`src/rtl/ahb_apb_bridge.sv`:
```
// AHB-lite slave to APB3 master bridge: one APB access per AHB beat, 2 (read) or 3 (write) wait states plus APB waits.
// Stalls the AHB data phase via hreadyout; misaligned/oversized/pslverr transfers get the two-cycle ERROR response.
module ahb_apb_bridge #(
  parameter int ADDR_W = 32,
  parameter int DATA_W = 32
) (
  input  logic              hclk,
  input  logic              hresetn,
  input  logic              hsel,
  input  logic [ADDR_W-1:0] haddr,
  input  logic              hwrite,
  input  logic [2:0]        hsize,
  input  logic [1:0]        htrans,
  input  logic              hready,
  input  logic [DATA_W-1:0] hwdata,
  output logic [DATA_W-1:0] hrdata,
  output logic              hreadyout,
  output logic              hresp,
  output logic [ADDR_W-1:0] paddr,
  output logic              psel,
  output logic              penable,
  output logic              pwrite,
  output logic [DATA_W-1:0] pwdata,
  input  logic [DATA_W-1:0] prdata,
  input  logic              pready,
  input  logic              pslverr
);

  typedef enum logic [2:0] {
    S_IDLE, S_LATCH, S_SETUP, S_ACCESS, S_DONE, S_ERR1, S_ERR2
  } state_t;

  state_t r_state;
  logic   w_accept;
  logic   w_illegal;

  assign w_accept  = hsel & hready & ((htrans == 2'b10) | (htrans == 2'b11));
  assign w_illegal = (hsize > 3'b010)
                   | ((hsize == 3'b001) & haddr[0])
                   | ((hsize == 3'b010) & (haddr[1:0] != 2'b00));

  always_ff @(posedge hclk or negedge hresetn) begin
    if (!hresetn) begin
      r_state   <= S_IDLE;
      hreadyout <= 1'b1;
      hresp     <= 1'b0;
      psel      <= 1'b0;
      penable   <= 1'b0;
      pwrite    <= 1'b0;
      paddr     <= '0;
      pwdata    <= '0;
      hrdata    <= '0;
    end else begin
      case (r_state)
        S_IDLE, S_DONE, S_ERR2: begin
          if (w_accept) begin
            hreadyout <= 1'b0;
            if (w_illegal) begin
              r_state <= S_ERR1;
              hresp   <= 1'b1;
            end else begin
              // Address and direction are captured straight into the APB registers.
              paddr  <= haddr;
              pwrite <= hwrite;
              hresp  <= 1'b0;
              if (hwrite) begin
                r_state <= S_LATCH;
              end else begin
                r_state <= S_SETUP;
                psel    <= 1'b1;
              end
            end
          end else begin
            r_state   <= S_IDLE;
            hreadyout <= 1'b1;
            hresp     <= 1'b0;
          end
        end
        S_LATCH: begin
          pwdata  <= hwdata;
          psel    <= 1'b1;
          r_state <= S_SETUP;
        end
        S_SETUP: begin
          penable <= 1'b1;
          r_state <= S_ACCESS;
        end
        S_ACCESS: begin
          if (pready) begin
            psel    <= 1'b0;
            penable <= 1'b0;
            if (pslverr) begin
              r_state <= S_ERR1;
              hresp   <= 1'b1;
            end else begin
              if (!pwrite) hrdata <= prdata;
              r_state   <= S_DONE;
              hreadyout <= 1'b1;
            end
          end
        end
        S_ERR1: begin
          r_state   <= S_ERR2;
          hreadyout <= 1'b1;
        end
        default: begin
          r_state   <= S_IDLE;
          hreadyout <= 1'b1;
          hresp     <= 1'b0;
          psel      <= 1'b0;
          penable   <= 1'b0;
        end
      endcase
    end
  end

endmodule

```
`config.mk`:
```
export PLATFORM = sky130hd
export DESIGN_NAME = ahb_apb_bridge
export DESIGN_NICKNAME = d
export VERILOG_FILES = /design/src/rtl/ahb_apb_bridge.sv
export SDC_FILE = /design/constraint.sdc
export NUM_CORES = 1
export LEC_CHECK = 0
export ABC_AREA = 1
export BUFFER_PORTS_ARGS = -buffer_cell sky130_fd_sc_hd__buf_2
export CORE_ASPECT_RATIO = 0.5
export CORE_UTILIZATION = 42
export DETAILED_ROUTE_END_ITERATION = 10
export GPL_ROUTABILITY_DRIVEN = 0
export PLACE_DENSITY = 0.77
export SLEW_MARGIN = 20
export SYNTH_ARGS = -nofsm -noshare
export SYNTH_HDL_FRONTEND = slang
export SYNTH_SLANG_ARGS = --single-unit
```
`constraint.sdc`:
```
create_clock -name hclk -period 1.3 [get_ports hclk]
set_clock_uncertainty 0.05 [all_clocks]
set_input_delay 0.065 -clock hclk [delete_from_list [all_inputs] [get_ports hclk]]
set_output_delay 0.065 -clock hclk [all_outputs]
set_load 0.02 [all_outputs]
```
======== After elaboration in Yosys (flattened, before gate mapping) ========
Cells that the tools add are included.
operators by class
  mux-type cells .......................... 21
  eq/ne operators ......................... 16
  bitwise operators ....................... 14
  reduce and logical (&&, ||, !) cells .... 13
  $lt $le $gt $ge ......................... 1
operator list
  kind                                                 number
  case mux 3 bit (5 select lines)                      1
  two-way mux 1 bit                                    12
  != test 2 bit, second input constant                 6
  equality test 3 x 2 -> 1 bit, second input constant  3
  equality test 3 bit, second input constant           3
  two-way mux 3 bit                                    3
  case mux 1 bit (3 select lines)                      3
  AND reduction 3 bit                                  3
  NOT 1 bit                                            7
  equality test 3 x 1 -> 1 bit, second input constant  2
  OR reduction 3 bit                                   2
  AND reduction 5 bit                                  1
  OR reduction 5 bit                                   1
  bitwise AND 1 bit                                    4
  equality test 2 bit, second input constant           2
  case mux 1 bit (4 select lines)                      1
  AND reduction 4 bit                                  1
  OR reduction 2 bit                                   2
  > comparator 3 x 2 -> 1 bit, second input constant   1
  zero test 3 bit                                      1
  OR 1 bit                                             3
  two-way mux 2 bit                                    1
  AND reduction 2 bit                                  1
  nonzero test 2 bit                                   1
word-level totals
  input port bits ......................... 108
  output and inout bits ................... 101
  word-level logic and storage cells ...... 74
  flip-flop bits (word level) ............. 104

======== Logic depth before layout (Yosys ltp) ========
Gate-level depths: netlist (run 1).
  depth after elaboration ................. 7
  mapped depth ............................ 9

======== Least setup slack after synthesis (run 1) ========
Ideal clock, no wire load.
  kind .................................... register to register
  start point ............................. register r_state[0]
  end point ............................... register paddr[10]
  stages on the path, launching flop included .. 9
  clock period less this slack ............ 1.345 ns
  setup slack ............................. -0.045 ns
  path buffers ............................ 3
  arrival time ............................ 1.178 ns
  cell sequence ........................... dfrtp_1 > clkbuf_2 > nor2_2 > and2_1 > buf_6 > nand2_8 > buf_8 > nand2_1 > nand2_1
on the way
  word-level cells in the longest chain between the ends .. 3
  elaborated cells between the ends (all ways) .. 5
ends and longest elaborated chain
  item                                                    line  RTL
  start: declaration                                      33    state_t r_state;
  start signal: assignment                                44    r_state <= S_IDLE;
  start signal: assignment                                59    r_state <= S_ERR1;
  start signal: assignment                                67    r_state <= S_LATCH;
  equality test 3 bit or zero test 3 bit (tied branches)  54    case (r_state)
  OR reduction 3 bit (*)                                  54
  AND reduction 3 bit (no source line) (*)                --
  end signal: assignment                                  63    paddr <= haddr;
  end: declaration                                        19    output logic [ADDR_W-1:0] paddr,
Mark *: on every way between the ends. The rest lies on a longest branch, timed or not.
A chain may end at the register's enable or synchronous reset.

======== Worst setup path in the final report (run 1) ========
  start point ............................. register r_state[0]
  end point ............................... register paddr[20]
Same word-level chain as after synthesis.

==> results of run 1 <==
cell families after synthesis:
kind of cell	synth area share
flip-flops	0.5912
multiplexers	0.08182
AO/OA/AOI/OAI	0.07869
buffers and inverters	0.08125
AND/OR/NAND/NOR	0.1670
routing by layer:
metal / global-route usage / routed length [µm] / up-vias
met5: 0 / 0 / -
met4: 0.09838 / 448 / 0
met3: 0.05583 / 626 / 48
met2: 0.4587 / 8350 / 176
met1: 0.2559 / 5677 / 2149
li1: - / - / 1976
worst max-delay path, delay by kind of cell (launching register included):
kind	cells	cell delay (ns)
buffers and inverters	2	0.39
AND/OR/NAND/NOR	4	0.52
flip-flops	1	0.51
worst max-delay path by stage:
stage	start	endpoint	slack [ns]	depth (start not counted)
floorplan	r_state[0]	paddr[10]	-0.03	8
global placement	r_state[0]	paddr[1]	-0.13	6
detailed placement	r_state[0]	paddr[1]	-0.20	5
CTS	r_state[1]	paddr[1]	-0.14	8
global route	r_state[1]	paddr[22]	-0.28	8
finish	r_state[0]	paddr[20]	-0.24	6
power breakdown:
part / internal, mW / switching (mW) / total, mW
clock network: 1.67 / 1.18 / 2.85
logic: 3.23 / 4.47 / 7.69
registers: 4.77 / 1.04 / 5.81
total: 9.67 / 6.69 / 16.4
stage by stage:
step           std cells  setup TNS [ns]  utilization  setup slack (ns)
6_report             881          -16.75       0.7777           -0.2449
5_1_grt              881          -21.85       0.7777           -0.2768
4_1_cts              865          -9.190       0.7306           -0.1390
3_5_place_dp         747          -10.50       0.5775           -0.2015
3_3_place_gp         747          -5.725       0.5775           -0.1277
2_1_floorplan        408          -1.283            -          -0.02539
registers in the layout, summed over array words and instances (netlist names):
| name | cells |
|---|---|
| hrdata | 32 |
| hreadyout | 1 |
| hresp | 1 |
| paddr | 32 |
| penable | 1 |
| psel | 1 |
| pwdata | 32 |
| pwrite | 1 |
| r_state | 3 |
layout by cell type, fill, tap and decap left out, types with 3 or more instances in the layout:
cell type      count
nand3_1           22
nand3_2           11
nand2_8            6
nand2_2           46
clkbuf_16         16
buf_2            206
buf_6              4
buf_4             11
buf_12            11
mux2_2            31
nand2_1           59
nor2_1             5
nand2_4           11
dlygate4sd3_1     98
nand3_4            3
dfrtp_1          102
inv_1             42
o21ai_2           34
final cells by class:
class	instances	area [µm²]	share of cell area
Sequential cell	104	2605	0.3410
Tap cell	135	168.9	0.02211
Timing Repair Buffer	338	2562	0.3355
Multi-Input combinational cell	245	1824	0.2388
Clock inverter	6	85.08	0.01114
Inverter	44	167.7	0.02195
Clock buffer	9	225.2	0.02948
timing repair:
action / in CTS / in global routing
pin swaps: 6 / 24
endpoints found under the hold margin: 201 / 0
resized for setup: 42 / 52
endpoints found under the setup margin: 102 / 104
buffers inserted: 0 / 6
hold buffers: 98 / 0
gates cloned: 5 / 10
==> results.txt, run 1 <==
number of global-route vias before repair = 4144
post-route cell area = 0.007639 mm²
EDFF count, synth = 0
post-layout min period = 1.545 ns
Gate Count Post-Synth = 408
ant diodes = 0
cts bufs inserted = 9
top-count cell post-synth = nand2_1
main area contributors after synthesis = dfrtp_1 59%, nand2_1 9.8%, mux2_2 8.2%
I/O Buffers = 207
starting density of the core = 0.4484
iteration-0 DRC count of the detailed router = 226
Post-Route WL = 15100 µm
WP data arrival = 1.77 ns
Rows = 25
run status = complete, but fails checks
num ports = 209
top cell type's share of synthesized area = 0.5852
crit path cell chain = nor2_2 > and2_4 > buf_12 > clkbuf_16 > nand3_2 > nand2_1
nets = 850
CTS tree = yes
Pre-antenna DRT Iters = 5
fillers = 596
die area = 0.01092 mm²
dpl cell area = 0.005672 mm²
type of the worst setup path = register to register
# DRC = 0
Highest Clock Rate = 0.6473 GHz
PnR worst setup slack = -0.2449 ns
failing checks = negative setup slack
measured slew at the worst slew-check pin = 0.4416 ns
reg2reg end = paddr[20]
reg2reg path depth = 6
critical path peak fanout = 8
Synth top cells by count = 115 x nand2_1, 103 x dfrtp_1, 43 x inv_1, 34 x nand3_1
Cells on Worst Hold Path = 4
Final ANT Viol Nets = 0
Synth Register Bits = 104
Worst path slowest cell = dfrtp_2
GRT Total Usage = 0.2366
synth warn = 0
Worst-path clk slew = 0.07 ns
core box area = 0.009822 mm²
Die W = 146.8 µm
clock tree sinks = 104
max_slew headroom = 0.7056
H-tree depth = 3
Main synth FF type = dfrtp_1
Final Cycle Share = 1.188
worst min path class = input port to register
Mapped Nets = 516
GRT overflow = 0
Crit Reg-Reg Startpoint = r_state[0]
area leader, netlist = dfrtp_1
sink of the worst hold path = paddr[0]
Fin Hold WS = 0.005137 ns
synthesized area = 0.004404 mm²
Synth-to-Final Area Change = 73.44%
clk_lat worst skew = 0.34 ns
register-to-register setup slack = -0.24 ns
pin count of the biggest net entering global routing = 40
Clock Path Buffers = 2
drt wl/cell = 17.14 µm
RSZ-0062 raised after global routing = yes
synthesized area per cell = 10.79 µm²
Root Buffer = clkbuf_16
Via-to-Cell Ratio = 4.936
Power Density = 2141 mW/mm²
Hold Crit Start = hsize[2]
Power Total = 16.35 mW
Yosys cell types = 27
final slew viol count = 0
DPL Wire Length = 7578 µm
Startpoint Class = register
Vias = 4349
endpoints failing hold = 0
register area share after synthesis = 0.5912
Die Ht = 74.41 µm
Worst EP required = 1.52 ns
Static Leak = 3.985 nW
Max VDD drop = 1.103 mV
Synth async-reset ratio = 1.000
delay of the slowest critical-path stage = 0.51 ns
# setup viols final = 101
Crit. End Element = register
initial antenna violation count = 0
share of cells above drive strength 1 = 0.5469
first-pass GRT wire length = 19710 µm
MaxCap Viol Count = 0
Power figures use the tool's default switching activity.
==> inputs of run 2 (changes only) <==
--- a/config.mk
+++ b/config.mk
@@ -7,8 +7,10 @@
 export LEC_CHECK = 0
 export ABC_AREA = 1
 export BUFFER_PORTS_ARGS = -buffer_cell sky130_fd_sc_hd__buf_2
+export CELL_PAD_IN_SITES_DETAIL_PLACEMENT = 1
+export CELL_PAD_IN_SITES_GLOBAL_PLACEMENT = 1
 export CORE_ASPECT_RATIO = 0.5
-export CORE_UTILIZATION = 42
+export CORE_UTILIZATION = 31
 export DETAILED_ROUTE_END_ITERATION = 10
 export GPL_ROUTABILITY_DRIVEN = 0
 export PLACE_DENSITY = 0.77
==> run 2 against run 1 <==
Net effect:
- the run still ends with negative setup slack left
- maximum frequency up 6.2%
- global-route usage down 2.2 points
- via count down 4.6%
- total power down 2.7%
- die area up 35%
- non-clock buffer count down 12
- worst setup slack better by 0.090 ns
- first-iteration DRC count down 41%
- core utilization down 24 points
- combinational power down 5.1%
- critical endpoint is now hrdata[11]
- highest routed layer unchanged
==> results.txt, run 2 (synthesis results as in run 1) <==
final slew viol count = 0 (unchanged)
DPL Wire Length = 8786 µm (+16%)
Rows = 30 (+20%)
number of global-route vias before repair = 4616 (+11%)
P_int = 9.280 mW (-4.0%)
H-tree depth = 3 (unchanged)
delay-heaviest family, CP = simple AND/OR/NAND/NOR gates
WP data arrival = 1.63 ns (-0.14 ns)
Gate power share = 0.459 (-0.011)
Root Buffer = clkbuf_16
crit path cell chain = inv_2 > nor2_4 > nand2_4 > nor2_4 > nand3_4 > buf_12 > nand2_2 > o21ai_2
RSZ-0062 raised after global routing = yes
delay of the slowest critical-path stage = 0.37 ns (-0.14 ns)
switching share of total power = 0.4168 (+0.007999)
Worst path slowest cell = dfrtp_1
Startpoint Class = register
biggest registers after layout = hrdata: 32 flops, paddr: 32 flops, pwdata: 32 flops
pin count of the biggest net entering global routing = 105 (+160%)
num ports = 209 (unchanged)
post-layout min period = 1.455 ns (-0.08991 ns)
iteration-0 DRC count of the detailed router = 134 (-41%)
clock share of power = 0.177 (+0.003)
measured slew at the worst slew-check pin = 0.6899 ns (+0.2483 ns)
nets = 836 (-1.6%)
CTS tree = yes
Die W = 170.6 µm (+16%)
commonest cells after routing, fill and taps aside = 206 x buf_2, 102 x dfrtp_1, 98 x dlygate4sd3_1
share of cells above drive strength 1 = 0.5157 (-0.03123)
Vias = 4148 (-4.6%)
worst min path class = input port to register
Max VDD drop = 0.9872 mV (-11%)
Post-Route WL = 15710 µm (+4.1%)
Critical Path Most Common Cell = nor2_4
Final Cycle Share = 1.119 (-0.06916)
max_slew headroom = 0.5390 (-0.1666)
clk_lat worst skew = 0.34 ns (about the same)
first-pass GRT wire length = 23980 µm (+22%)
dpl cell area = 0.005743 mm² (+1.3%)
drt wl/cell = 16.97 µm (-1.0%)
critical path peak fanout = 21 (+13)
Sequential Power Share = 0.365 (+0.010)
Via-to-Cell Ratio = 4.479 (-9.3%)
post-route cell area = 0.007300 mm² (-4.4%)
Worst EP required = 1.48 ns (-0.04 ns)
commonest non-fill, non-tap cell in the layout = buf_2
Static Leak = 3.852 nW (-3.3%)
GRT Total Usage = 0.2144 (-0.02217)
starting density of the core = 0.3215 (-0.1269)
cts bufs inserted = 9 (unchanged)
clock tree sinks = 104 (unchanged)
register-to-register setup slack = -0.16 ns (+0.09 ns)
I/O Buffers = 207 (unchanged)
run status = complete, but fails checks
initial antenna violation count = 1 (+1)
type of the worst setup path = register to register
PnR worst setup slack = -0.1550 ns (+0.08991 ns)
Fin Hold WS = 0.06338 ns (+0.05824 ns)
Worst-path clk slew = 0.08 ns (about the same)
Pre-antenna DRT Iters = 4 (-1)
# DRC = 0 (unchanged)
Power Density = 2180 mW/mm² (+1.8%)
TNS Setup = -10.37 ns (+6.377 ns)
Clock Path Buffers = 2 (unchanged)
MaxCap Viol Count = 0 (unchanged)
Synth-to-Final Area Change = 65.74%
Crit. End Element = register
Final ANT Viol Nets = 0 (unchanged)
P_sw = 6.633 mW (-0.79%)
Die Ht = 86.29 µm (+16%)
GRT overflow = 0 (unchanged)
endpoints failing hold = 0 (unchanged)
Highest Clock Rate = 0.6873 GHz (+6.2%)
# setup viols final = 104 (+3.0%)
core box area = 0.01370 mm² (+39%)
die area = 0.01472 mm² (+35%)
Buf+Inv Stages, Crit Path = 2 (unchanged)
failing checks = negative setup slack
run 2: changes by cell type in the layout (fill, tap and decap cells not counted), sizes merged:
cell	before	now
buf	233	226
clkinv	2	3
diode	0	1
bufinv	2	1
inv	44	46
clkbuf	16	12
nand2	122	120
clkinvlp	2	0
run 2: stage by stage:
stage          setup slack [ns]  total power, mW  std cells  utilization
4_1_cts                 -0.1073            15.50        921       0.5206
3_5_place_dp            -0.1673            12.28        804       0.4192
3_3_place_gp            -0.1040            11.99        804       0.4192
6_report                -0.1550            15.91        926       0.5328
2_1_floorplan          -0.02539            9.770        408            -
5_1_grt                 -0.2237            16.79        926       0.5328
run 2: power groups by stage:
stage                     combinational [mW]  sequential, mW  clock (mW)
after global routing                    7.81            5.98        3.00
after floorplan                         2.36            7.41           0
after global placement                  6.44            5.55           0
final                                   7.30            5.81        2.81
after CTS                               6.99            5.63        2.88
after detailed placement                6.65            5.64           0
run 2: worst paths after layout:
path                            start         end  cells after the start
max                        r_state[1]  hrdata[11]                      8
min                           pslverr  r_state[0]                      3
max reg2reg                r_state[1]  hrdata[11]                      8
min reg2reg                 paddr[22]   paddr[22]                      2
max in group asynchronous     hresetn  hrdata[10]                      3
min in group asynchronous     hresetn  pwdata[12]                      3
run 2: area by class of cell:
type | instances | area (µm²)
Fill cell | 1542 | 6401
Sequential cell | 104 | 2605
Timing Repair Buffer | 326 | 2323
Multi-Input combinational cell | 243 | 1658
Tap cell | 192 | 240.2
Clock buffer | 10 | 239.0
Inverter | 44 | 165.2
Clock inverter | 6 | 66.31
Antenna cell | 1 | 2.502
run 2: metal layers:
metal  global-route usage  routed length [µm]  vias up
met5                    0                   0        -
met4               0.1130                 671        0
met3              0.04155                 562       42
met2               0.4130                8759      117
met1               0.2235                5721     2048
li1                     -                   -     1941
run 2: timing repair:
action                     in CTS  in global routing
setup endpoints to repair     104                104
pin swaps                       0                  1
hold buffers                   98                  0
buffers inserted                2                  0
cloned                          1                  4
resized for setup              23                 31
hold endpoints to repair      200                  0
run 2: worst reg2reg max path: stages, from the launching register on:
cell and delay (ns):
dfrtp_1 0.37, inv_2 0.06, nor2_4 0.15, nand2_4 0.09, nor2_4 0.13, nand3_4 0.13, buf_12 0.20, nand2_2 0.09
o21ai_2 0.06
==> inputs of run 3 (changes only) <==
--- a/config.mk
+++ b/config.mk
@@ -9,7 +9,7 @@
 export BUFFER_PORTS_ARGS = -buffer_cell sky130_fd_sc_hd__buf_2
 export CELL_PAD_IN_SITES_DETAIL_PLACEMENT = 1
 export CELL_PAD_IN_SITES_GLOBAL_PLACEMENT = 1
-export CORE_ASPECT_RATIO = 0.5
+export CORE_ASPECT_RATIO = 1.25
 export CORE_UTILIZATION = 31
 export DETAILED_ROUTE_END_ITERATION = 10
 export GPL_ROUTABILITY_DRIVEN = 0
==> run 3 against run 2 <==
Net effect:
- the run still ends with negative setup slack left
- final cell count is 0.76% lower
- maximum frequency down 1.3%
- first-iteration DRC count down 14%
- clock power is 4% lower
- cell area up 2.7%
- die area decreased by 0.18%
- critical path type unchanged
==> results.txt, run 3 (synthesis results as in run 1) <==
Final ANT Viol Nets = 0 (unchanged)
die area = 0.01469 mm² (-0.18%)
switching share of total power = 0.4102 (-0.006651)
RSZ-0062 raised after global routing = yes
Startpoint Class = register
worst min path class = input port to register
nets = 847 (+1.3%)
MaxCap Viol Count = 0 (unchanged)
failing checks = negative setup slack
Via-to-Cell Ratio = 4.640 (+3.6%)
Rows = 48 (+60%)
register-to-register setup slack = -0.17 ns (-0.02 ns)
clk_lat worst skew = 0.33 ns (about the same)
Inst Count DP = 790 (-1.7%)
first-pass GRT wire length = 24740 µm (+3.1%)
num ports = 209 (unchanged)
clock tree sinks = 104 (unchanged)
Pre-antenna DRT Iters = 4 (unchanged)
Root Buffer = clkbuf_16
CTS tree = yes
Highest Clock Rate = 0.6785 GHz (-1.3%)
clock share of power = 0.166 (-0.011)
Power Density = 2176 mW/mm² (-0.16%)
GRT Total Usage = 0.2201 (+0.005726)
Clock Path Buffers = 2 (unchanged)
met1 Use GR = 0.2221 (-0.001407)
drt wl/cell = 17.43 µm (+2.7%)
Max VDD drop = 1.063 mV (+7.7%)
dpl cell area = 0.005732 mm² (-0.20%)
Final Cycle Share = 1.134 (+0.01456)
pin count of the biggest net entering global routing = 105 (unchanged)
WP data arrival = 1.65 ns (+0.02 ns)
number of global-route vias before repair = 4977 (+7.8%)
Gate power share = 0.478 (+0.019)
iteration-0 DRC count of the detailed router = 115 (-14%)
PnR worst setup slack = -0.1739 ns (-0.01893 ns)
post-route cell area = 0.007498 mm² (+2.7%)
P_sw = 6.694 mW (+0.92%)
non-filler cells, final = 919 (-0.76%)
Static Leak = 3.935 nW (+2.2%)
starting density of the core = 0.3188 (-0.002621)
Crit. End Element = register
commonest non-fill, non-tap cell in the layout = buf_2
critical path peak fanout = 8 (-62%)
run status = complete, but fails checks
Die Ht = 135.3 µm (+57%)
GRT overflow = 0 (unchanged)
Vias = 4264 (+2.8%)
initial antenna violation count = 0 (-1)
fillers = 1543 (+0.065%)
Synth-to-Final Area Change = 70.26%
Fin Hold WS = 0.09871 ns (+0.03533 ns)
biggest registers after layout = hrdata: 32 flops, paddr: 32 flops, pwdata: 32 flops
reg2reg path depth = 8 (unchanged)
ant diodes = 0 (-1)
core box area = 0.01381 mm² (+0.82%)
P_int = 9.626 mW (+3.7%)
Sequential Power Share = 0.356 (-0.009)
cts bufs inserted = 9 (unchanged)
crit path to = paddr[16]
commonest cells after routing, fill and taps aside = 206 x buf_2, 102 x dfrtp_1, 98 x dlygate4sd3_1
# DRC = 0 (unchanged)
# setup viols final = 102 (-1.9%)
measured slew at the worst slew-check pin = 0.6920 ns (+0.002103 ns)
GR Util met3 = 0.05002 (+0.008472)
DPL Wire Length = 8773 µm (-0.15%)
Die W = 108.6 µm (-36%)
Worst-path clk slew = 0.07 ns (about the same)
Post-Route WL = 16020 µm (+1.9%)
post-layout min period = 1.474 ns (+0.01893 ns)
Crit Reg-Reg Startpoint = r_state[1]
final slew viol count = 0 (unchanged)
Critical Path Start = r_state[1]
GR peak layer = met2
reg2reg end = paddr[16]
H-tree depth = 3 (unchanged)
share of cells above drive strength 1 = 0.5376 (+0.02195)
endpoints failing hold = 0 (unchanged)
type of the worst setup path = register to register
I/O Buffers = 207 (unchanged)
grt met2 use = 0.4241 (+0.01106)
max_slew headroom = 0.5376 (-0.001405)
Worst EP required = 1.47 ns (about the same)
==> run 3: changes by cell type in the layout (fill, tap and decap cells not counted), sizes merged <==
cell | before | now
buf | 226 | 237
inv | 46 | 45
diode | 1 | 0
clkbuf | 12 | 13
==> run 3: metal layers <==
layer  up-vias  share of wire
li1       1958              -
met1      2084           0.36
met2       188           0.56
met3        34          0.059
met4         0          0.026
met5         -              0
==> run 3: final cells by class <==
cell class	instances	area (µm²)	area share
Multi-Input combinational cell	243	1733	0.2311
Inverter	44	165.2	0.02203
Timing Repair Buffer	337	2486	0.3316
Clock buffer	11	232.7	0.03104
Clock inverter	5	57.56	0.007676
Tap cell	175	219.0	0.02920
Sequential cell	104	2605	0.3474
==> run 3: critical path, cell delays in order, from the launching register on <==
cell,delay (ns)
dfrtp_1,0.40
inv_2,0.08
nor2_4,0.05
nor2_2,0.11
and2_4,0.21
buf_12,0.17
nand2_4,0.12
nand2_2,0.12
nand2_1,0.05
==> run 3: what timing repair did <==
item                       CTS  global route
setup endpoints to repair  103           104
hold buffers                98             0
setup buffers                6             0
cloned                       7             2
gates resized for setup     36            42
hold endpoints to repair   200             0
pin swaps                    5             3
==> run 3: worst min-delay path by stage <==
| stage | end | cells after the start | startpoint | slack, ns |
|---|---|---|---|---|
| 6_report | r_state[0] | 3 | pslverr | 0.1 |
| 5_1_grt | r_state[0] | 3 | pslverr | 0.09 |
| 4_1_cts | r_state[0] | 3 | pslverr | 0.09 |
| 3_5_place_dp | paddr[11] | 2 | hresetn | 0.14 |
| 3_3_place_gp | paddr[6] | 2 | hresetn | 0.12 |
| 2_1_floorplan | hrdata[0] | 0 | hresetn | -0.28 |
==> run 3: power by group through the flow <==
| stage | registers [mW] | clock network [mW] | logic (mW) |
|---|---|---|---|
| floorplan | 7.41 | 0 | 2.36 |
| global placement | 5.54 | 0 | 6.43 |
| detailed placement | 5.66 | 0 | 6.63 |
| CTS | 5.67 | 2.78 | 7.36 |
| global route | 5.97 | 2.90 | 8.39 |
| finish | 5.80 | 2.71 | 7.81 |
==> run 3: per-stage QoR <==
step                setup TNS [ns]  worst slack [ns]  total power, mW    util
CTS                         -10.43           -0.1492            15.82  0.5299
global placement            -8.778           -0.1788            11.97  0.4149
detailed placement          -12.56           -0.2164            12.28  0.4149
global route                -17.47           -0.2309            17.26  0.5428
finish                      -12.51           -0.1739            16.32  0.5428
floorplan                   -1.283          -0.02539            9.770       -
